==> src/rtl/uart_tx_arb_pkg.sv <==
// Shared types and constants for the UART TX round-robin arbiter.
package uart_tx_arb_pkg;

  typedef enum logic [1:0] {
    ST_IDLE      = 2'd0,
    ST_WAIT_BUSY = 2'd1,
    ST_WAIT_DONE = 2'd2,
    ST_GAP       = 2'd3
  } arb_state_e;

  localparam int unsigned GAP_CNT_W = 8;

  // Bits needed to index n items; never less than one.
  function automatic int unsigned idx_width(input int unsigned n);
    int unsigned w;
    w = 1;
    while ((32'd1 << w) < n) w++;
    return w;
  endfunction

endpackage

==> src/rtl/uart_tx_arbiter_rr_pick.sv <==
// Rotating priority search: first valid requester strictly after ptr, wrapping.
module rr_pick
  import uart_tx_arb_pkg::*;
#(
  parameter int unsigned NUM_REQ = 4,
  localparam int unsigned IDX_W = idx_width(NUM_REQ)
) (
  input  logic [NUM_REQ-1:0] valid,
  input  logic [IDX_W-1:0]   ptr,
  output logic               found_c,
  output logic [IDX_W-1:0]   idx_c
);

  logic [IDX_W:0] cand;

  always_comb begin
    found_c = 1'b0;
    idx_c   = '0;
    cand    = '0;
    for (int unsigned s = 1; s <= NUM_REQ; s++) begin
      cand = (IDX_W+1)'(ptr) + (IDX_W+1)'(s);
      if (cand >= (IDX_W+1)'(NUM_REQ)) cand = cand - (IDX_W+1)'(NUM_REQ);
      if (!found_c && valid[cand[IDX_W-1:0]]) begin
        found_c = 1'b1;
        idx_c   = cand[IDX_W-1:0];
      end
    end
  end

endmodule

==> src/rtl/uart_tx_arbiter.sv <==
// Round-robin scheduler sharing one UART transmitter among NUM_REQ byte sources.
// Define UART_TX_ARB_WATCHDOG_EN to add the Busy-rise watchdog and Err_Timeout.
module uart_tx_arbiter
  import uart_tx_arb_pkg::*;
#(
  parameter int unsigned NUM_REQ        = 4,
  parameter int unsigned DATA_WIDTH     = 8,
  parameter int unsigned GAP_CYCLES     = 0,
  parameter int unsigned TIMEOUT_CYCLES = 15,
  localparam int unsigned IDX_W = idx_width(NUM_REQ)
) (
  input  logic                          CLK,
  input  logic                          RST,
  input  logic [NUM_REQ-1:0]            Req_Valid,
  input  logic [NUM_REQ*DATA_WIDTH-1:0] Req_Data,
  output logic [NUM_REQ-1:0]            Req_Ready,
  input  logic                          Busy,
  output logic                          Data_Valid,
  output logic [DATA_WIDTH-1:0]         P_DATA,
  output logic [IDX_W-1:0]              Grant_Id,
  output logic                          Arb_Busy,
  output logic                          Err_Timeout
);

  arb_state_e             state_q, state_d;
  logic [IDX_W-1:0]       ptr_q, ptr_d;
  logic [GAP_CNT_W-1:0]   gap_cnt_q, gap_cnt_d;
  logic [NUM_REQ-1:0]     ready_q, ready_d;
  logic                   dv_q, dv_d;
  logic [DATA_WIDTH-1:0]  pdata_q, pdata_d;
  logic [IDX_W-1:0]       gid_q, gid_d;
  logic                   abusy_q;
  logic                   pick_found_c;
  logic [IDX_W-1:0]       pick_idx_c;
  logic [DATA_WIDTH-1:0]  req_bytes [NUM_REQ];

`ifdef UART_TX_ARB_WATCHDOG_EN
  localparam int unsigned WD_W = idx_width(TIMEOUT_CYCLES + 1);
  logic [WD_W-1:0] wd_cnt_q, wd_cnt_d;
  logic            err_q, err_d;
`endif

  rr_pick #(.NUM_REQ(NUM_REQ)) u_pick (
    .valid   (Req_Valid),
    .ptr     (ptr_q),
    .found_c (pick_found_c),
    .idx_c   (pick_idx_c)
  );

  always_comb begin
    for (int unsigned i = 0; i < NUM_REQ; i++)
      req_bytes[i] = Req_Data[i*DATA_WIDTH +: DATA_WIDTH];
  end

  // Next-state and next-output decode; launch outputs are single-cycle pulses.
  always_comb begin
    state_d   = state_q;
    ptr_d     = ptr_q;
    gap_cnt_d = gap_cnt_q;
    ready_d   = '0;
    dv_d      = 1'b0;
    pdata_d   = pdata_q;
    gid_d     = gid_q;
`ifdef UART_TX_ARB_WATCHDOG_EN
    wd_cnt_d  = wd_cnt_q;
    err_d     = 1'b0;
`endif
    unique case (state_q)
      ST_IDLE: begin
        if (pick_found_c && !Busy) begin
          ready_d[pick_idx_c] = 1'b1;
          dv_d    = 1'b1;
          pdata_d = req_bytes[pick_idx_c];
          gid_d   = pick_idx_c;
          ptr_d   = pick_idx_c;
          state_d = ST_WAIT_BUSY;
`ifdef UART_TX_ARB_WATCHDOG_EN
          wd_cnt_d = '0;
`endif
        end
      end
      ST_WAIT_BUSY: begin
        if (Busy) begin
          state_d = ST_WAIT_DONE;
        end
`ifdef UART_TX_ARB_WATCHDOG_EN
        else if (wd_cnt_q == WD_W'(TIMEOUT_CYCLES - 1)) begin
          err_d   = 1'b1;
          state_d = ST_IDLE;
        end else begin
          wd_cnt_d = wd_cnt_q + WD_W'(1);
        end
`endif
      end
      ST_WAIT_DONE: begin
        if (!Busy) begin
          if (GAP_CYCLES > 0) begin
            state_d   = ST_GAP;
            gap_cnt_d = GAP_CNT_W'(GAP_CYCLES - 1);
          end else begin
            state_d = ST_IDLE;
          end
        end
      end
      ST_GAP: begin
        if (gap_cnt_q == '0) state_d = ST_IDLE;
        else gap_cnt_d = gap_cnt_q - GAP_CNT_W'(1);
      end
      default: state_d = ST_IDLE;
    endcase
  end

  always_ff @(posedge CLK or negedge RST) begin
    if (!RST) state_q <= ST_IDLE;
    else      state_q <= state_d;
  end

  // Pointer starts at the top so requester 0 wins the first arbitration.
  always_ff @(posedge CLK or negedge RST) begin
    if (!RST) begin
      ptr_q     <= IDX_W'(NUM_REQ - 1);
      gap_cnt_q <= '0;
      ready_q   <= '0;
      dv_q      <= 1'b0;
      pdata_q   <= '0;
      gid_q     <= '0;
      abusy_q   <= 1'b0;
    end else begin
      ptr_q     <= ptr_d;
      gap_cnt_q <= gap_cnt_d;
      ready_q   <= ready_d;
      dv_q      <= dv_d;
      pdata_q   <= pdata_d;
      gid_q     <= gid_d;
      abusy_q   <= (state_d != ST_IDLE);
    end
  end

`ifdef UART_TX_ARB_WATCHDOG_EN
  always_ff @(posedge CLK or negedge RST) begin
    if (!RST) begin
      wd_cnt_q <= '0;
      err_q    <= 1'b0;
    end else begin
      wd_cnt_q <= wd_cnt_d;
      err_q    <= err_d;
    end
  end
  assign Err_Timeout = err_q;
`else
  assign Err_Timeout = 1'b0;
`endif

  assign Req_Ready  = ready_q;
  assign Data_Valid = dv_q;
  assign P_DATA     = pdata_q;
  assign Grant_Id   = gid_q;
  assign Arb_Busy   = abusy_q;

endmodule

==> config.mk <==
export PLATFORM = sky130hd
export DESIGN_NAME = uart_tx_arbiter
export DESIGN_NICKNAME = d
export VERILOG_FILES = /design/src/rtl/uart_tx_arb_pkg.sv /design/src/rtl/uart_tx_arbiter_rr_pick.sv /design/src/rtl/uart_tx_arbiter.sv
export SDC_FILE = /design/constraint.sdc
export NUM_CORES = 1
export LEC_CHECK = 0
export ABC_CLOCK_PERIOD_IN_PS = 2650
export BUFFER_PORTS_ARGS = -buffer_cell sky130_fd_sc_hd__buf_4
export CELL_PAD_IN_SITES_DETAIL_PLACEMENT = 0
export CELL_PAD_IN_SITES_GLOBAL_PLACEMENT = 1
export CORE_MARGIN = 3
export CORE_UTILIZATION = 35
export CTS_CLUSTER_DIAMETER = 150
export DETAILED_ROUTE_END_ITERATION = 7
export PLACE_DENSITY = 0.78
export SYNTH_ARGS = -nofsm -noshare
export SYNTH_HDL_FRONTEND = slang
export SYNTH_SLANG_ARGS = --single-unit
==> constraint.sdc <==
create_clock -name CLK -period 2.65 [get_ports CLK]
set_input_delay 0.1325 -clock CLK [delete_from_list [all_inputs] [get_ports CLK]]
set_output_delay 0.1325 -clock CLK [all_outputs]
set_load 0.05 [all_outputs]
After elaboration in Yosys (flattened, before gate mapping) --
Cells that the tools add are included.
Cells by class: $add $sub $neg 9, $lt $le $gt $ge 11, equality and inequality tests 3, mux-type cells 34, bitwise operators 2, reduce and logical (&&, ||, !) cells 14
Operators by type and width (number):
- $mux W2 | 12
- $bmux W8 S2 | 1
- $mux W8 | 2
- $ge A3 B3 Y1 const B | 5
- $lt A2 B3 Y1 const B | 5
- $mux W1 | 11
- $bmux W1 S2 | 4
- $logic_not A8 Y1 | 1
- $mux W4 | 2
- $pmux W2 S4 | 1
- $sub A2 B1 Y2 const B | 4
- $sub A8 B1 Y8 const B | 1
- $add A2 B2 Y3 const B | 2
- $logic_and A1 B1 Y1 | 5
- $eq A2 B2 Y1 const B | 2
- $logic_not A1 Y1 | 4
- $reduce_and A2 Y1 | 2
- $add A2 B1 Y3 const B | 1
- $add A2 B3 Y3 const B | 1
- $not A2 Y3 | 1
- $demux W1 S2 | 1
- $eq A2 B1 Y1 const B | 1
- $ge A2 B1 Y1 const B | 1
- $logic_not A2 Y1 | 1
- 2 further kinds | 2
Word-level totals: register bits 28, output and inout port bits 17, logic and storage cells 81

Depth between registers and ports, before layout --
Gate-level depths: netlist of the first run.
depth in word-level cells 21, mapped depth 7, depth with buffers taken out 7

By module --
Synthesis of the first run repeated with hierarchy kept, for this count alone.
Unflattened totals: cell total of the unflattened synthesis 137, area total of the unflattened synthesis 1514.0 um^2
By module, submodules not included:
- uart_tx_arbiter | instances 1, cells each 123, area an instance 1422.6 um^2, sequential area each 703.2 um^2
- rr_pick | instances 1, cells each 14, area an instance 91.3 um^2, sequential area each 0.0 um^2

Least setup slack after synthesis of the first run --
Ideal clock, no wire load.
path type flip-flop to flip-flop, start reg state_q[0], end reg pdata_q[1] (netlist: P_DATA[1]), arrival 1800 ps, required time 2504 ps, slack 704 ps, cell stages (with the launch flop) 7, path buffers 2, period minus slack after synthesis 1946 ps, cells stage by stage dfrtp_1 or4_1 buf_2 a2111o_1 buf_6 a211oi_1 a211oi_1
On the way: cells in the longest elaborated chain, start to end 2
Ends and longest elaborated chain:
- start: declaration | RTL line uart_tx_arbiter.sv:25 | arb_state_e state_q, state_d;
- start signal: assignment | RTL line uart_tx_arbiter.sv:115 | else state_q <= state_d;
- $logic_not A2 Y1 | RTL line uart_tx_arbiter.sv:68 | unique case (state_q)
- $reduce_and A2 Y1 (no line)
- end signal: assignment | RTL line uart_tx_arbiter.sv:133 | pdata_q <= pdata_d;
- end: declaration | RTL line uart_tx_arbiter.sv:30 | logic [DATA_WIDTH-1:0] pdata_q, pdata_d;
No other way between the ends. A chain may end at the register's enable or synchronous reset.

Worst setup path after layout of the first run --
start reg state_q[0], end reg pdata_q[2] (netlist: P_DATA[2])
Same word-level chain as after synthesis.

==> results.toml, run 1 <==
[routing]
drt_pass1_iterations = 4
routed-via-count = 1271
detail_route.drc_violations = 0
postRouteWirelength_mm = 3.47
route.detailed.vias_per_inst = 5.17
detail_route.iter0.violations = 41
wl_per_cell_um = 14.1
residual_antenna_violating_net_count_after_detailed_routing = 0

[pwr]
vdd_drop_max_v = 0.000396
power.density_nw_per_um2 = 905
cellLeakagePower_uw = 0.000945

[cts]
worstSkewPairLatency_ps = 260
tritoncts_num_sinks = 28
postCtsSetupRepairBufs = 0
tritoncts.num_buffers = 3
clock_tree.htree_level_count = 1
worst_setup_hold_path_clk_slew_ps = 90
tritoncts = "yes"
cts_buffer_depth = 2
cts.root.buffer_cell = "sky130_fd_sc_hd__clkbuf_8"

[finish]
area.sequential_um2 = 703
finalNonFillerCells = 246
syn_to_final_growth_pct = 35.4
post_route_standard_cell_area_excluding_fillers_um2 = 1950
nFillCells = 373
share_of_post_route_cells_with_drive_strength_above_1_pct = 32.3
layout.nets = 240
num_antenna_cells = 0
multi_input_area_um2 = 668

[timing]
slew_viol_final = 0
clock.fmax_mhz = 458
setup_total_negative_slack_ps = 0
timing.hold.ws_ps = 101
timing.slew.headroom_pct = 52.5
clock-skew-final_ps = 2.20
final_count_of_hold_timing_violations = 0
setup_repair_after_global_routing_missed_its_margin = "false"
timing.final.setup_violations = 0
min_period_ps = 2180
worst-slew-pin-transition_ps = 713
final_min_period_over_clock_period_pct = 82.4

[logic_synthesis]
netlist_area_um2 = 1440
synth-warning-count = 0
post_synthesis_net_count = 184
synth_top_family_by_area = "simple AND/OR/NAND/NOR gates"
yosys.area_share.simple_pct = 16.6
avgSynthCellArea_um2 = 10.1
netlist-cell-type-count = 36
muxShareOfSynthArea_pct = 6.35
postSynthRegisterBits = 28
yosys.area_share.xor_xnor_pct = 4.87
synth_fa_ha_area_share_pct = 1.74
synth_compound_area_share_pct = 16.6
syn_inst = 143
seq_area_frac_synth_pct = 48.9

[hold_path]
min-delay-path-class = "in -> reg"

[floorplanning]
floorplan.io_pins = 56
placeableCoreArea_um2 = 3800
width_of_the_die_um = 70.1
die_area_um2 = 4910
std_cell_rows = 22
die_span_y_um = 70.1
starting_density_of_the_core_pct = 37.8

[grt]
grt_max_degree = 29
grt_pass1_vias = 1293
global_route.overflow_total = 0
wire_length_of_the_first_global_routing_pass_mm = 5.87
antenna_violations_before_repair = 0
total_track_usage_pct = 14.5

[critical_path]
critical_path_class = "reg -> reg"
crit_arrival_ps = 2300
critical_path_buf_inv_count = 0
timing.critical_path.required_ps = 2770
critPathMaxFanout = 11
cpLargestDelayFamily = "compound AO/OA/AOI/OAI gates"
setup.worst_path.end_class = "flop"
crit_path_top_delay_cell = "sky130_fd_sc_hd__or4_1"
cp-start-kind = "flop"
cpPeakStageDelay_ps = 640
cpMostUsedCell = "sky130_fd_sc_hd__a211oi_1"
critical_path.cell_chain = "or4_1 > a2111o_1 > a211oi_1 > a211oi_1"

[place]
placement.io_buffers = 54
cell_count_after_placement = 241
cell_area_after_placement_um2 = 1880
gp_congestion = 0.748
detailedPlacementHpwl_mm = 2.70

[flow_run]
cap_violations = 0

[status]
run_status = "finished, final reports clean"
[final cells by class]
cell class                      instances  area share, %
Multi-Input combinational cell        101           34.3
Clock buffer                            4           2.83
Sequential cell                        28           36.1
Inverter                                8           1.54
Tap cell                               48           3.08
Timing Repair Buffer                   57           22.1
[sequential cells by signal, summed over array words and instances (netlist names)]
signal / cells
Arb_Busy: 1
Data_Valid: 1
Grant_Id: 2
P_DATA: 8
Req_Ready: 4
gap_cnt_q: 8
ptr_q: 2
state_q: 2
[where the power goes]
group	leakage, uW	internal, uW	total (uW)	switching (uW)
combinational	0.000568	304	882	578
clock	0.0000288	133	255	122
sequential	0.000349	546	626	79.3
[kinds of logic after synthesis]
group / count (synthesis)
AOI/OAI and AO/OA: 33
xor gates and xnor gates: 8
adders and majority gates: 2
buffers and inverters: 14
DFF: 28
muxes: 9
other: 1
and+or+nand+nor: 48
[metrics by stage]
step                total power [uW]  setup WS [ps]  utilization (%)
floorplan                       1230            704                -
global placement                1500            496             49.5
detailed placement              1520            469             49.5
CTS                             1780            439             51.3
global route                    1870            306             51.3
finish                          1760            466             51.3
[final timing paths]
path	startpoint	to	slack, ps	depth (start not counted)
worst min register to register	gap_cnt_q[7]	gap_cnt_q[7]	480	1
worst max-delay path	state_q[0]	P_DATA[2]	470	4
worst min-delay path	Busy	state_q[1]	100	2
max in group asynchronous	RST	ptr_q[0]	2040	2
min in group asynchronous	RST	gap_cnt_q[3]	310	2
worst max register to register	state_q[0]	P_DATA[2]	470	4
[metal layers]
| metal | routed length (um) | track usage [%] | up-vias |
|---|---|---|---|
| met5 | 0 | 0 | - |
| met2 | 1700 | 24.7 | 43 |
| met4 | 28 | 3.19 | 0 |
| li1 | - | - | 621 |
| met3 | 262 | 3.74 | 2 |
| met1 | 1490 | 18.4 | 605 |
[synthesized netlist by cell type]
master                     instances  area, um^2
sky130_fd_sc_hd__buf_4             1        7.51
sky130_fd_sc_hd__clkbuf_1          2        7.51
sky130_fd_sc_hd__inv_1             8        30.0
sky130_fd_sc_hd__a21o_1            1        7.51
sky130_fd_sc_hd__or3_1             2        12.5
sky130_fd_sc_hd__o21ai_0           3        15.0
sky130_fd_sc_hd__a22oi_1           1        7.51
sky130_fd_sc_hd__dfstp_2           2        52.6
sky130_fd_sc_hd__a21oi_1           3        15.0
sky130_fd_sc_hd__or2_2             1        6.26
sky130_fd_sc_hd__a31oi_1           1        6.26
sky130_fd_sc_hd__dfrtp_1          26         651
sky130_fd_sc_hd__a211oi_1         18         135
sky130_fd_sc_hd__a32oi_1           1        8.76
sky130_fd_sc_hd__conb_1            1        3.75
sky130_fd_sc_hd__xor2_1            1        8.76
sky130_fd_sc_hd__nand2_1           8        30.0
sky130_fd_sc_hd__nor3_1            2        10.0
sky130_fd_sc_hd__nor4_1            3        18.8
sky130_fd_sc_hd__buf_6             1        11.3
sky130_fd_sc_hd__ha_1              2        25.0
sky130_fd_sc_hd__and3_1            9        56.3
sky130_fd_sc_hd__mux2_2            1        11.3
sky130_fd_sc_hd__nor2_1           16        60.1
sky130_fd_sc_hd__a2111o_1          1        11.3
sky130_fd_sc_hd__nand2b_1          1        6.26
sky130_fd_sc_hd__and2_1            1        6.26
sky130_fd_sc_hd__nand3_1           2        10.0
sky130_fd_sc_hd__buf_2             2        10.0
sky130_fd_sc_hd__xnor2_1           7        61.3
sky130_fd_sc_hd__a21boi_0          1        7.51
sky130_fd_sc_hd__o21a_1            2        15.0
sky130_fd_sc_hd__mux2i_1           8        80.1
sky130_fd_sc_hd__or4_1             1        7.51
sky130_fd_sc_hd__a311o_1           1        10.0
sky130_fd_sc_hd__nor3b_1           2        15.0
[placed cells by master (no fill, tap or decap), drive strengths merged, types with 3 or more instances in the layout]
master  count
o21ai       3
nor2       16
a21oi       3
dfrtp      26
inv         8
nor4        3
nand2       8
xnor2       7
mux2i       8
a211oi     18
buf        56
and3        9
clkbuf      4
[what timing repair did]
action | 4_1_cts | 5_1_grt
setup endpoints to repair | 0 | 0
hold buffers | 1 | 0
hold endpoints to repair | 26 | 0
resized for setup | 0 | 0
(Power assumes the default switching activity.)
==> run 2: changes to the inputs <==
--- a/config.mk
+++ b/config.mk
@@ -5,7 +5,7 @@
 export SDC_FILE = /design/constraint.sdc
 export NUM_CORES = 1
 export LEC_CHECK = 0
-export ABC_CLOCK_PERIOD_IN_PS = 2650
+export ABC_CLOCK_PERIOD_IN_PS = 2300
 export BUFFER_PORTS_ARGS = -buffer_cell sky130_fd_sc_hd__buf_4
 export CELL_PAD_IN_SITES_DETAIL_PLACEMENT = 0
 export CELL_PAD_IN_SITES_GLOBAL_PLACEMENT = 1
==> constraint.sdc (replaced) <==
create_clock -name CLK -period 2.3 [get_ports CLK]
set_input_delay 0.115 -clock CLK [delete_from_list [all_inputs] [get_ports CLK]]
set_output_delay 0.115 -clock CLK [all_outputs]
set_load 0.05 [all_outputs]
==> results.toml, run 2 (synthesis gave the netlist of run 1 again) <==
[critical_path]
crit_path_top_delay_cell = "sky130_fd_sc_hd__or4_1"
cp-start-kind = "flop"
setup.worst_path.end_class = "flop"
critical_path_buf_inv_count = 0
critical_path_depth = 4
crit_arrival_ps = 2160
timing.rr.end = "P_DATA[3]"
critical_path.cell_chain = "or4_1 > a2111o_1 > a211oi_1 > a211oi_1"
cpMostUsedCell = "sky130_fd_sc_hd__a211oi_1"
timing.critical_path.required_ps = 2450
cpLargestDelayFamily = "compound AO/OA/AOI/OAI gates"
cpPeakStageDelay_ps = 560
critPathMaxFanout = 11
reg2reg_setup_slack_ps = 290
worst_r2r_path_depth = 4
critical_path_class = "reg -> reg"
r2r-start = "state_q[0]"

[grt]
global_route.overflow_total = 0
grt_pass1_vias = 1313
total_track_usage_pct = 14.4
antenna_violations_before_repair = 0
wire_length_of_the_first_global_routing_pass_mm = 5.82
grt_max_degree = 29

[timing]
worst-slew-pin-transition_ps = 532
final_min_period_over_clock_period_pct = 87.5
setup_repair_after_global_routing_missed_its_margin = "false"
timing.slew.headroom_pct = 64.3
setup_total_negative_slack_ps = 0
clock.fmax_mhz = 497
final_count_of_hold_timing_violations = 0
min_period_ps = 2010
timing.hold.ws_ps = 83.6
clock-skew-final_ps = 10.9
slew_viol_final = 0
timing.final.setup_violations = 0

[routing]
detail_route.iter0.violations = 32
drt_pass1_iterations = 4
postRouteWirelength_mm = 3.44
detail_route.drc_violations = 0
routed-via-count = 1269
route.detailed.vias_per_inst = 5.08
residual_antenna_violating_net_count_after_detailed_routing = 0
wl_per_cell_um = 13.8

[place]
detailedPlacementHpwl_mm = 2.74
placement.io_buffers = 54
cell_area_after_placement_um2 = 1920
cell_count_after_placement = 245
gp_congestion = 0.816

[hold_path]
endpoint_with_the_worst_hold_slack = "state_q[1]"
worstHoldPathCells = 2
min-delay-path-class = "in -> reg"
hold_start = "Busy"

[finish]
multi_input_area_um2 = 668
share_of_post_route_cells_with_drive_strength_above_1_pct = 33.7
area.sequential_um2 = 703
num_antenna_cells = 0
finalNonFillerCells = 250
most-common-layout-cells = "sky130_fd_sc_hd__buf_4, sky130_fd_sc_hd__dfrtp_1, sky130_fd_sc_hd__a211oi_1, sky130_fd_sc_hd__nor2_1, sky130_fd_sc_hd__and3_1"
post_route_standard_cell_area_excluding_fillers_um2 = 2010
nFillCells = 383
layout.nets = 244
layout.cells.most_common = "sky130_fd_sc_hd__buf_4"
syn_to_final_growth_pct = 39.5

[floorplanning]
placeableCoreArea_um2 = 3800
width_of_the_die_um = 70.1
die_span_y_um = 70.1
starting_density_of_the_core_pct = 37.8
floorplan.io_pins = 56
die_area_um2 = 4910
std_cell_rows = 22

[status]
run_status = "finished, final reports clean"

[pwr]
cellLeakagePower_uw = 0.000977
switchingPower_uw = 907
power.internal_uw = 1240
part_of_the_total_power_dissipated_in_sequential_elements_pct = 33.5
power.share.clock_pct = 17.8
switching_share_pct = 42.1
vdd_drop_max_v = 0.000492
power_frac_comb_pct = 48.7
power.density_nw_per_um2 = 1070

[cts]
worstSkewPairLatency_ps = 270
tritoncts = "yes"
tritoncts.num_buffers = 3
worst_setup_hold_path_clk_slew_ps = 90
cts_buffer_depth = 2
clock_tree.htree_level_count = 1
tritoncts_num_sinks = 28
cts.root.buffer_cell = "sky130_fd_sc_hd__clkbuf_8"
postCtsSetupRepairBufs = 0

[flow_run]
cap_violations = 0
==> run 2: stage by stage <==
| stage | power [uW] | utilization [%] | worst slack [ps] |
|---|---|---|---|
| final | 2150 | 52.8 | 287 |
| after global routing | 2270 | 52.8 | 175 |
| after CTS | 2170 | 52.8 | 276 |
| after detailed placement | 1790 | 50.7 | 286 |
| after global placement | 1770 | 50.7 | 304 |
| after floorplan | 1410 | - | 354 |
==> run 2: power by group through the flow <==
stage               sequential [uW]  combinational (uW)  clock [uW]
floorplan                      1070                 344           0
global placement                725                1040           0
detailed placement              729                1060           0
CTS                             723                1060         392
global route                    741                1120         409
finish                          721                1050         382
==> run 2: repair_timing <==
item	4_1_cts	5_1_grt
hold endpoints to repair	26	0
resized for setup	0	0
setup endpoints to repair	0	0
hold buffers	1	0
==> run 2: per-layer routing <==
layer | up-vias | GRT usage [%] | part of all wire (%)
li1 | 626 | - | -
met1 | 598 | 17.0 | 43
met2 | 45 | 25.6 | 49
met3 | 0 | 4.32 | 8.2
met4 | 0 | 3.19 | 0
met5 | - | 0 | 0
==> run 2: worst register-to-register path, cell delays in order, from the launching register on <==
cell and delay (ps):
sky130_fd_sc_hd__dfrtp_1 430, sky130_fd_sc_hd__or4_1 560, sky130_fd_sc_hd__a2111o_1 550, sky130_fd_sc_hd__a211oi_1 290, sky130_fd_sc_hd__a211oi_1 70
==> run 2: layout make-up <==
class                      instances  share of cell area [%]
sequential                        28                    35.1
multi-input combinational        101                    33.3
timing repair buffer              61                    23.6
tap                               48                    2.99
clock buffer                       3                    2.06
clock inverter                     1                    1.50
inverter                           8                    1.50
==> run 2: worst max path at each step <==
stage / startpoint / slack [ps] / to
floorplan: state_q[0] / 350 / P_DATA[1]
global placement: state_q[0] / 300 / P_DATA[3]
detailed placement: state_q[0] / 290 / P_DATA[3]
CTS: state_q[0] / 280 / P_DATA[3]
global route: state_q[1] / 180 / P_DATA[3]
finish: state_q[0] / 290 / P_DATA[3]
==> run 3: changes to the inputs <==
--- a/config.mk
+++ b/config.mk
@@ -9,6 +9,7 @@
 export BUFFER_PORTS_ARGS = -buffer_cell sky130_fd_sc_hd__buf_4
 export CELL_PAD_IN_SITES_DETAIL_PLACEMENT = 0
 export CELL_PAD_IN_SITES_GLOBAL_PLACEMENT = 1
+export CORE_ASPECT_RATIO = 2
 export CORE_MARGIN = 3
 export CORE_UTILIZATION = 35
 export CTS_CLUSTER_DIAMETER = 150
==> results.toml, run 3 (synthesis gave the netlist of run 1 again) <==
[cts]
post_cts_resize_count = 0
clock_tree.htree_level_count = 1
worst_setup_hold_path_clk_slew_ps = 90
worstSkewPairLatency_ps = 270
tritoncts_num_sinks = 28
cts.root.buffer_cell = "sky130_fd_sc_hd__clkbuf_8"
tritoncts.num_buffers = 3
cts_buffer_depth = 2
tritoncts = "yes"

[timing]
slew_viol_final = 0
clock.fmax_mhz = 487
timing.final.setup_violations = 0
min_period_ps = 2050
final_min_period_over_clock_period_pct = 89.2
setup_total_negative_slack_ps = 0
setup_repair_after_global_routing_missed_its_margin = "false"
timing.hold.ws_ps = 91.4
clock-skew-final_ps = 4.44
final_count_of_hold_timing_violations = 0

[floorplanning]
starting_density_of_the_core_pct = 36.6
die_area_um2 = 4960
floorplan.io_pins = 56
die_span_y_um = 96.6
placeableCoreArea_um2 = 3920
std_cell_rows = 32
width_of_the_die_um = 51.3

[grt]
grt_max_degree = 29
wire_length_of_the_first_global_routing_pass_mm = 5.78
antenna_violations_before_repair = 0
grt_pass1_vias = 1325
total_track_usage_pct = 14.8
global_route.overflow_total = 0

[finish]
syn_to_final_growth_pct = 37.6
share_of_post_route_cells_with_drive_strength_above_1_pct = 33.5
most-common-layout-cells = "sky130_fd_sc_hd__buf_4, sky130_fd_sc_hd__dfrtp_1, sky130_fd_sc_hd__a211oi_1, sky130_fd_sc_hd__nor2_1, sky130_fd_sc_hd__and3_1"
layout.nets = 245
layout.cells.most_common = "sky130_fd_sc_hd__buf_4"
num_antenna_cells = 0

[critical_path]
setup.worst_path.end_class = "flop"
reg2reg_setup_slack_ps = 250
critPathMaxFanout = 11
timing.critical_path.required_ps = 2460
critical_path_class = "reg -> reg"
cp-start-kind = "flop"
crit_arrival_ps = 2210
worst_r2r_path_depth = 4

[place]
detailedPlacementHpwl_mm = 3.02
gp_congestion = 0.735
placement.io_buffers = 54

[pwr]
final_power_uw = 2030
power.density_nw_per_um2 = 1030
cellLeakagePower_uw = 0.000964
vdd_drop_max_v = 0.000743

[routing]
drt_pass1_iterations = 4
detail_route.drc_violations = 0
routed-via-count = 1272
residual_antenna_violating_net_count_after_detailed_routing = 0
wl_per_cell_um = 14.3
postRouteWirelength_mm = 3.63
route.detailed.vias_per_inst = 5.01
detail_route.iter0.violations = 17

[flow_run]
cap_violations = 0

[status]
run_status = "finished, final reports clean"

[hold_path]
min-delay-path-class = "in -> reg"
worstHoldPathCells = 2
-- run 3: layer usage --
layer  wire (um)  global-route usage (%)
met5           0                       0
met4           0                    3.43
met3         206                    2.47
met2        2100                    29.0
met1        1320                    15.5
-- run 3: final cells by class --
| type | instances | area (um^2) |
|---|---|---|
| Inverter | 8 | 30.0 |
| Fill cell | 412 | 1950 |
| Timing Repair Buffer | 62 | 468 |
| Tap cell | 51 | 63.8 |
| Multi-Input combinational cell | 101 | 668 |
| Clock buffer | 4 | 45.0 |
| Sequential cell | 28 | 703 |
-- run 3: stage by stage --
| stage | worst slack, ps | utilization [%] | std cells | cell area [um^2] |
|---|---|---|---|---|
| after detailed placement | 215 | 49.0 | 249 | 1920 |
| final | 247 | 50.4 | 254 | 1980 |
| after global placement | 268 | 49.0 | 249 | 1920 |
| after floorplan | 354 | - | 143 | 1440 |
| after CTS | 190 | 50.4 | 254 | 1980 |
| after global routing | 121 | 50.4 | 254 | 1980 |
-- run 3: repair_timing --
action | in CTS | in global routing
hold buffers | 1 | 0
endpoints found under the setup margin | 0 | 0
buffers inserted | 0 | 0
endpoints found under the hold margin | 26 | 0
-- run 3: final timing paths --
path                                end         start
max in group asynchronous      ptr_q[1]           RST
hold / removal               state_q[1]          Busy
hold reg to reg            gap_cnt_q[6]  gap_cnt_q[6]
min in group asynchronous  gap_cnt_q[2]           RST
setup / recovery              P_DATA[4]    state_q[0]
setup reg to reg              P_DATA[4]    state_q[0]
-- run 3: report_power, final --
group | internal [uW] | switching, uW | leakage [uW]
clock network | 124 | 147 | 0.0000228
registers | 629 | 89.2 | 0.000349
logic | 374 | 665 | 0.000593
-- run 3: worst max-delay path, stage by stage (launching register included) --
cell	delay, ps
sky130_fd_sc_hd__dfrtp_1	440
sky130_fd_sc_hd__or4_1	560
sky130_fd_sc_hd__a2111o_1	530
sky130_fd_sc_hd__a211oi_1	330
sky130_fd_sc_hd__a211oi_1	80
